--- src/rtl/spi_accel_responder.sv ---
// SPI mode-0 register responder for a 3-axis accelerometer sample set.
// Define SPI_RESP_WRITE_EN to enable the write command and power_ctl storage.

module spi_accel_responder (
    input  logic        ClkPort,
    input  logic        Reset,
    input  logic        sclk,
    input  logic        ss,
    input  logic        mosi,
    output logic        miso,
    output logic        miso_oe,
    input  logic [11:0] accel_x,
    input  logic [11:0] accel_y,
    input  logic [11:0] accel_z,
    input  logic        sample_valid,
    output logic [7:0]  power_ctl,
    output logic        wr_strobe,
    output logic [5:0]  wr_addr,
    output logic [7:0]  wr_data
);

`ifdef SPI_RESP_WRITE_EN
    localparam logic WR_EN = 1'b1;
`else
    localparam logic WR_EN = 1'b0;
`endif

    typedef enum logic [2:0] {
        S_IDLE,
        S_CMD,
        S_ADDR,
        S_RD,
        S_WR,
        S_IGN
    } state_t;

    state_t state, state_nx;

    logic [2:0]  sclk_sr;
    logic [2:0]  ss_sr;
    logic [2:0]  vld_sr;
    logic [1:0]  mosi_sr;
    logic        ss_q;
    logic        sclk_rise;
    logic        sclk_fall;
    logic        ss_fall;
    logic        byte_done;
    logic [2:0]  bit_cnt;
    logic [6:0]  rx_sr;
    logic [7:0]  rx_byte;
    logic        is_wr;
    logic [5:0]  ptr;
    logic [7:0]  tx_sr;
    logic        miso_r;
    logic        wr_strobe_r;
    logic [5:0]  wr_addr_r;
    logic [7:0]  wr_data_r;
    logic [7:0]  power_r;
    logic        soft_rst;
    logic [11:0] sh_x, sh_y, sh_z;
    logic [11:0] pd_x, pd_y, pd_z;
    logic        pend;

    // vld_sr marks when ss_sr holds real pin history, so a select held
    // low across Reset is not mistaken for a fresh falling edge.
    always_ff @(posedge ClkPort or posedge Reset) begin
        if (Reset) begin
            sclk_sr <= '0;
            ss_sr   <= '1;
            vld_sr  <= '0;
            mosi_sr <= '0;
        end else begin
            sclk_sr <= {sclk_sr[1:0], sclk};
            ss_sr   <= {ss_sr[1:0], ss};
            vld_sr  <= {vld_sr[1:0], 1'b1};
            mosi_sr <= {mosi_sr[0], mosi};
        end
    end

    assign ss_q      = ss_sr[1];
    assign sclk_rise = sclk_sr[1] & ~sclk_sr[2];
    assign sclk_fall = ~sclk_sr[1] & sclk_sr[2];
    assign ss_fall   = vld_sr[2] & ss_sr[2] & ~ss_sr[1];
    assign rx_byte   = {rx_sr, mosi_sr[1]};
    assign byte_done = sclk_rise & ~ss_q & (bit_cnt == 3'd7);
    assign soft_rst  = wr_strobe_r & (wr_addr_r == 6'h1F)
                     & (wr_data_r == 8'h52);

    function automatic logic [7:0] rd_byte(input logic [5:0] a);
        case (a)
            6'h00:   rd_byte = 8'hAD;
            6'h01:   rd_byte = 8'h1D;
            6'h02:   rd_byte = 8'hF2;
            6'h0E:   rd_byte = sh_x[7:0];
            6'h0F:   rd_byte = {{4{sh_x[11]}}, sh_x[11:8]};
            6'h10:   rd_byte = sh_y[7:0];
            6'h11:   rd_byte = {{4{sh_y[11]}}, sh_y[11:8]};
            6'h12:   rd_byte = sh_z[7:0];
            6'h13:   rd_byte = {{4{sh_z[11]}}, sh_z[11:8]};
            6'h2D:   rd_byte = power_r;
            default: rd_byte = 8'h00;
        endcase
    endfunction

    always_ff @(posedge ClkPort or posedge Reset) begin
        if (Reset) begin
            state <= S_IDLE;
        end else begin
            state <= state_nx;
        end
    end

    always_comb begin
        state_nx = state;
        unique case (state)
            S_IDLE: begin
                if (ss_fall) state_nx = S_CMD;
            end
            S_CMD: begin
                if (byte_done) begin
                    if (rx_byte == 8'h0B || (WR_EN && rx_byte == 8'h0A))
                        state_nx = S_ADDR;
                    else
                        state_nx = S_IGN;
                end
            end
            S_ADDR: begin
                if (byte_done) state_nx = is_wr ? S_WR : S_RD;
            end
            default: state_nx = state;
        endcase
        if (ss_q) state_nx = S_IDLE;
    end

    always_ff @(posedge ClkPort or posedge Reset) begin
        if (Reset) begin
            bit_cnt     <= '0;
            rx_sr       <= '0;
            is_wr       <= 1'b0;
            ptr         <= '0;
            tx_sr       <= '0;
            miso_r      <= 1'b0;
            wr_strobe_r <= 1'b0;
            wr_addr_r   <= '0;
            wr_data_r   <= '0;
            power_r     <= '0;
        end else begin
            wr_strobe_r <= 1'b0;
            if (state == S_IDLE) bit_cnt <= '0;
            else if (sclk_rise) bit_cnt <= bit_cnt + 3'd1;
            if (sclk_rise) rx_sr <= rx_byte[6:0];
            if (state == S_CMD && byte_done) is_wr <= (rx_byte == 8'h0A);
            if (state == S_ADDR && byte_done) begin
                ptr    <= rx_byte[5:0];
                tx_sr  <= rd_byte(rx_byte[5:0]);
                miso_r <= 1'b0;
            end
            if (state == S_RD) begin
                if (sclk_fall) begin
                    miso_r <= tx_sr[7];
                    tx_sr  <= {tx_sr[6:0], 1'b0};
                end
                if (byte_done) begin
                    ptr   <= ptr + 6'd1;
                    tx_sr <= rd_byte(ptr + 6'd1);
                end
            end
            if (WR_EN && state == S_WR && byte_done) begin
                wr_strobe_r <= 1'b1;
                wr_addr_r   <= ptr;
                wr_data_r   <= rx_byte;
                ptr         <= ptr + 6'd1;
                if (ptr == 6'h2D) power_r <= rx_byte;
            end
            if (soft_rst) power_r <= '0;
        end
    end

    // Samples arriving mid-burst are parked so a burst reads one sample.
    always_ff @(posedge ClkPort or posedge Reset) begin
        if (Reset) begin
            sh_x <= '0;
            sh_y <= '0;
            sh_z <= '0;
            pd_x <= '0;
            pd_y <= '0;
            pd_z <= '0;
            pend <= 1'b0;
        end else begin
            if (ss_q) begin
                if (sample_valid) begin
                    sh_x <= accel_x;
                    sh_y <= accel_y;
                    sh_z <= accel_z;
                end else if (pend) begin
                    sh_x <= pd_x;
                    sh_y <= pd_y;
                    sh_z <= pd_z;
                end
                pend <= 1'b0;
            end else if (sample_valid) begin
                pd_x <= accel_x;
                pd_y <= accel_y;
                pd_z <= accel_z;
                pend <= 1'b1;
            end
            if (soft_rst) begin
                sh_x <= '0;
                sh_y <= '0;
                sh_z <= '0;
            end
        end
    end

    assign miso      = (state == S_RD) & miso_r;
    assign miso_oe   = ~ss_q;
    assign wr_strobe = wr_strobe_r;
    assign wr_addr   = wr_addr_r;
    assign wr_data   = wr_data_r;
    assign power_ctl = WR_EN ? power_r : 8'h00;

endmodule

--- config.mk ---
export PLATFORM = sky130hd
export DESIGN_NAME = spi_accel_responder
export DESIGN_NICKNAME = d
export VERILOG_FILES = /design/src/rtl/spi_accel_responder.sv
export SDC_FILE = /design/constraint.sdc
export NUM_CORES = 1
export LEC_CHECK = 0
export CELL_PAD_IN_SITES_DETAIL_PLACEMENT = 1
export CELL_PAD_IN_SITES_GLOBAL_PLACEMENT = 2
export CORE_MARGIN = 8
export CORE_UTILIZATION = 37
export DETAILED_ROUTE_END_ITERATION = 12
export GPL_TIMING_DRIVEN = 0
export PLACE_DENSITY_LB_ADDON = 0.1
export SETUP_SLACK_MARGIN = 0.1
export SKIP_CTS_REPAIR_TIMING = 1
export SLEW_MARGIN = 20
export SYNTH_ARGS = -nofsm -noshare
export SYNTH_HDL_FRONTEND = slang
export SYNTH_SLANG_ARGS = --single-unit
--- constraint.sdc ---
create_clock -name ClkPort -period 5.1 [get_ports ClkPort]
set_clock_uncertainty 0.05 [all_clocks]
set_input_delay 1.275 -clock ClkPort [delete_from_list [all_inputs] [get_ports ClkPort]]
set_output_delay 1.275 -clock ClkPort [all_outputs]
set_load 0.03 [all_outputs]
---- Word level (Yosys, flattened, before mapping) ----
Index checks and enable logic that the tools add are counted.
storage, ports and cells
  register bits ........................... 113
  output and inout bits ................... 25
  word-level logic and storage cells ...... 96
operators by class
  add/sub/neg operators ................... 2
  equality and inequality tests ........... 25
  muxes and demuxes ....................... 29
  bitwise operators ....................... 10
  reductions and logical operators ........ 12
operators with widths
  cell                   count
  $pmux W8 S9            2
  $mux W12               6
  $eq A6 B5 Y1 const B   8
  $mux W8                4
  $eq A6 B4 Y1 const B   4
  $mux W3                8
  $mux W6                3
  $eq A8 B4 Y1 const B   2
  $eq A6 B1 Y1 const B   2
  $eq A6 B2 Y1 const B   2
  $logic_not A6 Y1       2
  $ne A3 B3 Y1 const B   3
  $pmux W3 S3            1
  $and A1 B1 Y1          7
  $add A6 B1 Y6 const B  1
  $eq A3 B2 Y1 const B   2
  $reduce_bool A2 Y1     3
  $mux W1                5
  $reduce_and A2 Y1      2
  $reduce_and A4 Y1      1
  $reduce_bool A4 Y1     1
  $add A3 B1 Y3 const B  1
  $eq A3 B1 Y1 const B   1
  $eq A3 B3 Y1 const B   1
  3 further kinds        6

---- Depth between registers and ports, before layout ----
  depth in word-level cells ............... 9
  gate-level depth with buffers ........... 10
  gate-level depth less buffers ........... 8

---- Least setup slack after synthesis ----
No wires, ideal clock.
  kind .................................... in2reg
  start ................................... input port sample_valid
  end ..................................... register pd_x[0]
  library setup time ...................... 0.125 ns
  arrival time ............................ 2.393 ns
  required time ........................... 4.925 ns
  path slack .............................. 2.532 ns
  stages .................................. 4
  cells stage by stage .................... nor2b_1 > clkbuf_1 > buf_1 > mux2_2
between the ends
  cells in the longest elaborated chain, start to end .. 1
ends and longest elaborated chain
  what                         line  text
  from (decl)                  15    input logic sample_valid,
  $reduce_and A2 Y1 (no line)  --
  to (signal assigned)         202   pd_x <= accel_x;
  to (decl)                    61    logic [11:0] pd_x, pd_y, pd_z;
Every way passes these cells.
A chain may end at the register's enable or synchronous reset.

---- Worst setup path in the final report ----
  start ................................... register state[1]
  end ..................................... output port miso
between the ends
  cells in the longest elaborated chain, start to end .. 2
ends and longest elaborated chain
  what                    line  text
  from (decl)             37    state_t state, state_nx;
  from (signal assigned)  109   state <= state_nx;
  $eq A3 B2 Y1            215   assign miso = (state == S_RD) & miso_r;
  $and A1 B1 Y1           215
  to (decl)               10    output logic miso,
Every way passes these cells.

==> flow_metrics.py <==
metrics = {
    "status": {
        "status": "complete, no violations",
    },
    "power_and_ir_drop": {
        "ir_drop_uv": 238,
        "cellLeakagePower_nw": 3.36,
        "powerDensity_mw_per_mm2": 359,
        "total_power_mw": 2.76,
    },
    "detailed_routing": {
        "wl_met3_um": 808,
        "vias_per_cell": 5.42,
        "wl_per_cell_um": 19.6,
        "drt_wl_total_um": 18200,
        "firstDrtPassIters": 5,
        "drc_errors": 0,
        "drtIter0Drc": 268,
        "dr_total_vias": 5045,
        "drt-met1-wl_um": 8010,
        "wl_met2_um": 9070,
        "ant_nets": 0,
        "top_layer": "met4",
    },
    "floorplan": {
        "core-area_mm2": 0.0165,
        "initial_core_util_pct": 37.8,
        "die_h_um": 146,
        "die_w_um": 146,
        "die_area_mm2": 0.0213,
        "num_rows": 47,
        "io_pins": 67,
    },
    "global_route": {
        "grt_max_degree": 65,
        "antenna_found_initial": 0,
        "grt_pass1_wl_um": 30100,
        "grt_pass1_vias": 5615,
        "grt-ovfl-total": 0,
        "track_usage_pct": 17.7,
    },
    "cts": {
        "cts-root-buf": "clkbuf_16",
        "cts_sinks": 113,
        "clock_path_buffers": 2,
        "clk_pin_slew_ps": 50,
        "cts_tree": "done",
        "cts_buffers": 17,
        "insertion_delay_ps": 410,
        "htreeDepth": 4,
    },
    "worst_setup_path": {
        "worst-endpoint-arrival_ps": 2240,
        "max_stage_delay_ps": 670,
        "cp-start-kind": "flip-flop",
        "r2r-start": "ptr[0]",
        "reg2reg_depth": 8,
        "critPathMaxFanout": 7,
        "cp-end-kind": "primary output",
        "r2r_setup_slack_ps": 2190,
        "cp_slowest_cell": "clkdlybuf4s50_1",
        "worstSetupEndpoint": "miso",
        "critPathLaunch": "state[1]",
        "crit_type": "reg2out",
        "cp.required_ps": 3770,
        "path_cells": "nor2b_1, and3_1, clkdlybuf4s50_1",
        "r2r_end": "tx_sr[7]",
        "crit_cells": 3,
        "crit_family": "simple AND/OR/NAND/NOR gates",
        "critPathBufInv": 1,
    },
    "layout": {
        "layout_common_cells": "110 x dfrtp_1, 68 x nand2_1, 54 x o21ai_0",
        "nets": 746,
        "multi_input_area_mm2": 0.00310,
        "fillers": 1817,
        "synthToLayoutAreaGrowth_pct": 23.0,
        "n_antenna_cell": 0,
        "final_common_cell": "dfrtp_1",
        "seqCellArea_mm2": 0.00283,
        "drive_gt1_share_pct": 18.0,
    },
    "sta": {
        "min_period_ps": 3570,
        "setup_viol": 0,
        "hold_viol": 0,
        "worstMarginPinSlew_ps": 994,
        "slew_viol_final": 0,
        "rsz0062_at_grt": "false",
        "fin_ws_ps": 1530,
        "fmax_mhz": 280,
        "fin_crit_sh_pct": 70.0,
        "max_slew_margin_pct": 33.0,
    },
    "yosys": {
        "yosys_warnings": 14,
        "syn_inst": 612,
        "synth_xor_xnor_area_share_pct": 0.541,
        "synth-edff-count": 0,
        "synth_compound_area_share_pct": 18.4,
        "ys_types": 77,
        "synth_fa_ha_area_share_pct": 1.40,
        "ys_seq_area_share_pct": 45.3,
        "synth_async_sr_flop_share_pct": 100,
        "synth.avg_cell_area_um2": 10.2,
        "synthMuxAreaShare_pct": 15.5,
        "netlist_area_mm2": 0.00625,
        "yosys.area_share.simple_pct": 12.4,
        "synthFlopType": "dfrtp_1",
        "ys_ff_latch": 113,
        "synth_top_family_by_area": "compound AO/OA/AOI/OAI gates",
    },
    "placement": {
        "io_buffers": 43,
        "routabilityCongestion": 0.867,
        "place_hpwl_um": 13800,
        "place_ws_ps": 1610,
    },
    "job": {
        "maxCapViolations": 0,
    },
    "hold_path": {
        "hold_path.class": "reg2reg",
    },
}
==> cell families after synthesis <==
kind of cell | after synthesis
compound gates | 168
simple gates | 154
flops | 113
mux | 90
buf+inv | 75
fa+ha+maj | 7
xor+xnor | 3
other cells | 2
==> metrics by stage <==
stage	util (%)	hold WS, ps	instances	setup TNS (ps)	instance area, um2
after floorplan	-	281	634	0	6330
after global placement	42.6	284	897	-94980	7040
after detailed placement	42.8	286	898	0	7070
after CTS	46.5	298	930	0	7690
after global routing	46.5	312	930	0	7690
final	46.5	297	930	0	7690
==> layout make-up <==
type / instances / share of cell area (%)
Buffer: 66 / 4.74
Clock inverter: 9 / 1.68
Tap cell: 220 / 3.58
Multi-Input combinational cell: 446 / 40.4
Inverter: 9 / 0.505
Timing Repair Buffer: 44 / 5.96
Clock buffer: 23 / 6.35
Sequential cell: 113 / 36.8
==> cell usage after synthesis, drive strengths merged, types with 3 or more instances <==
cell | count | share of area [%]
a21boi | 8 | 1.0
a22oi | 17 | 2.0
o31ai | 4 | 0.48
nand3b | 4 | 0.48
inv | 9 | 0.54
a2bb2oi | 6 | 0.84
mux2i | 45 | 7.2
and2 | 5 | 0.50
mux2 | 44 | 7.9
a32oi | 3 | 0.42
a222oi | 4 | 0.64
clkbuf | 23 | 1.4
o221ai | 3 | 0.42
a221oi | 4 | 0.56
ha | 7 | 1.4
dfstp | 3 | 1.3
and3 | 5 | 0.50
nand3 | 8 | 0.64
nand2b | 5 | 0.50
buf | 43 | 4.4
o21a | 4 | 0.48
a211oi | 3 | 0.36
o211ai | 4 | 0.64
a22o | 9 | 1.3
dfrtp | 110 | 44
nor4b | 3 | 0.42
o21ai | 57 | 4.6
nand2 | 69 | 4.2
nor3 | 8 | 0.90
a21oi | 23 | 1.8
nor2b | 3 | 0.30
nor2 | 27 | 1.6
==> where the power goes <==
group	leakage [nW]	total [mW]	switching (mW)	internal, mW
registers	1.40	1.10	0.0906	1.01
clock network	0.299	1.24	0.424	0.818
logic	1.67	0.415	0.234	0.180
total	3.36	2.76	0.749	2.01
==> routing by layer <==
layer	GRT usage [%]	up-vias
li1	-	2363
met1	21.8	2539
met2	29.9	119
met3	3.64	24
met4	7.03	0
met5	0	-
==> how the worst min path moves through the flow <==
stage	cells past startpoint	endpoint	slack (ps)	from
final	0	vld_sr[1]	300	vld_sr[0]
after floorplan	0	mosi_sr[1]	280	mosi_sr[0]
after detailed placement	0	vld_sr[2]	290	vld_sr[1]
after CTS	0	vld_sr[2]	300	vld_sr[1]
after global routing	0	sclk_sr[1]	310	sclk_sr[0]
after global placement	0	vld_sr[1]	280	vld_sr[0]
==> sequential cells by signal, indices dropped and copies added (netlist names), 6 cells and up <==
| register | flops |
|---|---|
| sh_z | 12 |
| pd_y | 12 |
| pd_x | 12 |
| sh_y | 12 |
| tx_sr | 8 |
| rx_sr | 7 |
| ptr | 6 |
| pd_z | 12 |
| sh_x | 12 |
Note: power is estimated with default switching activity, not from simulation.
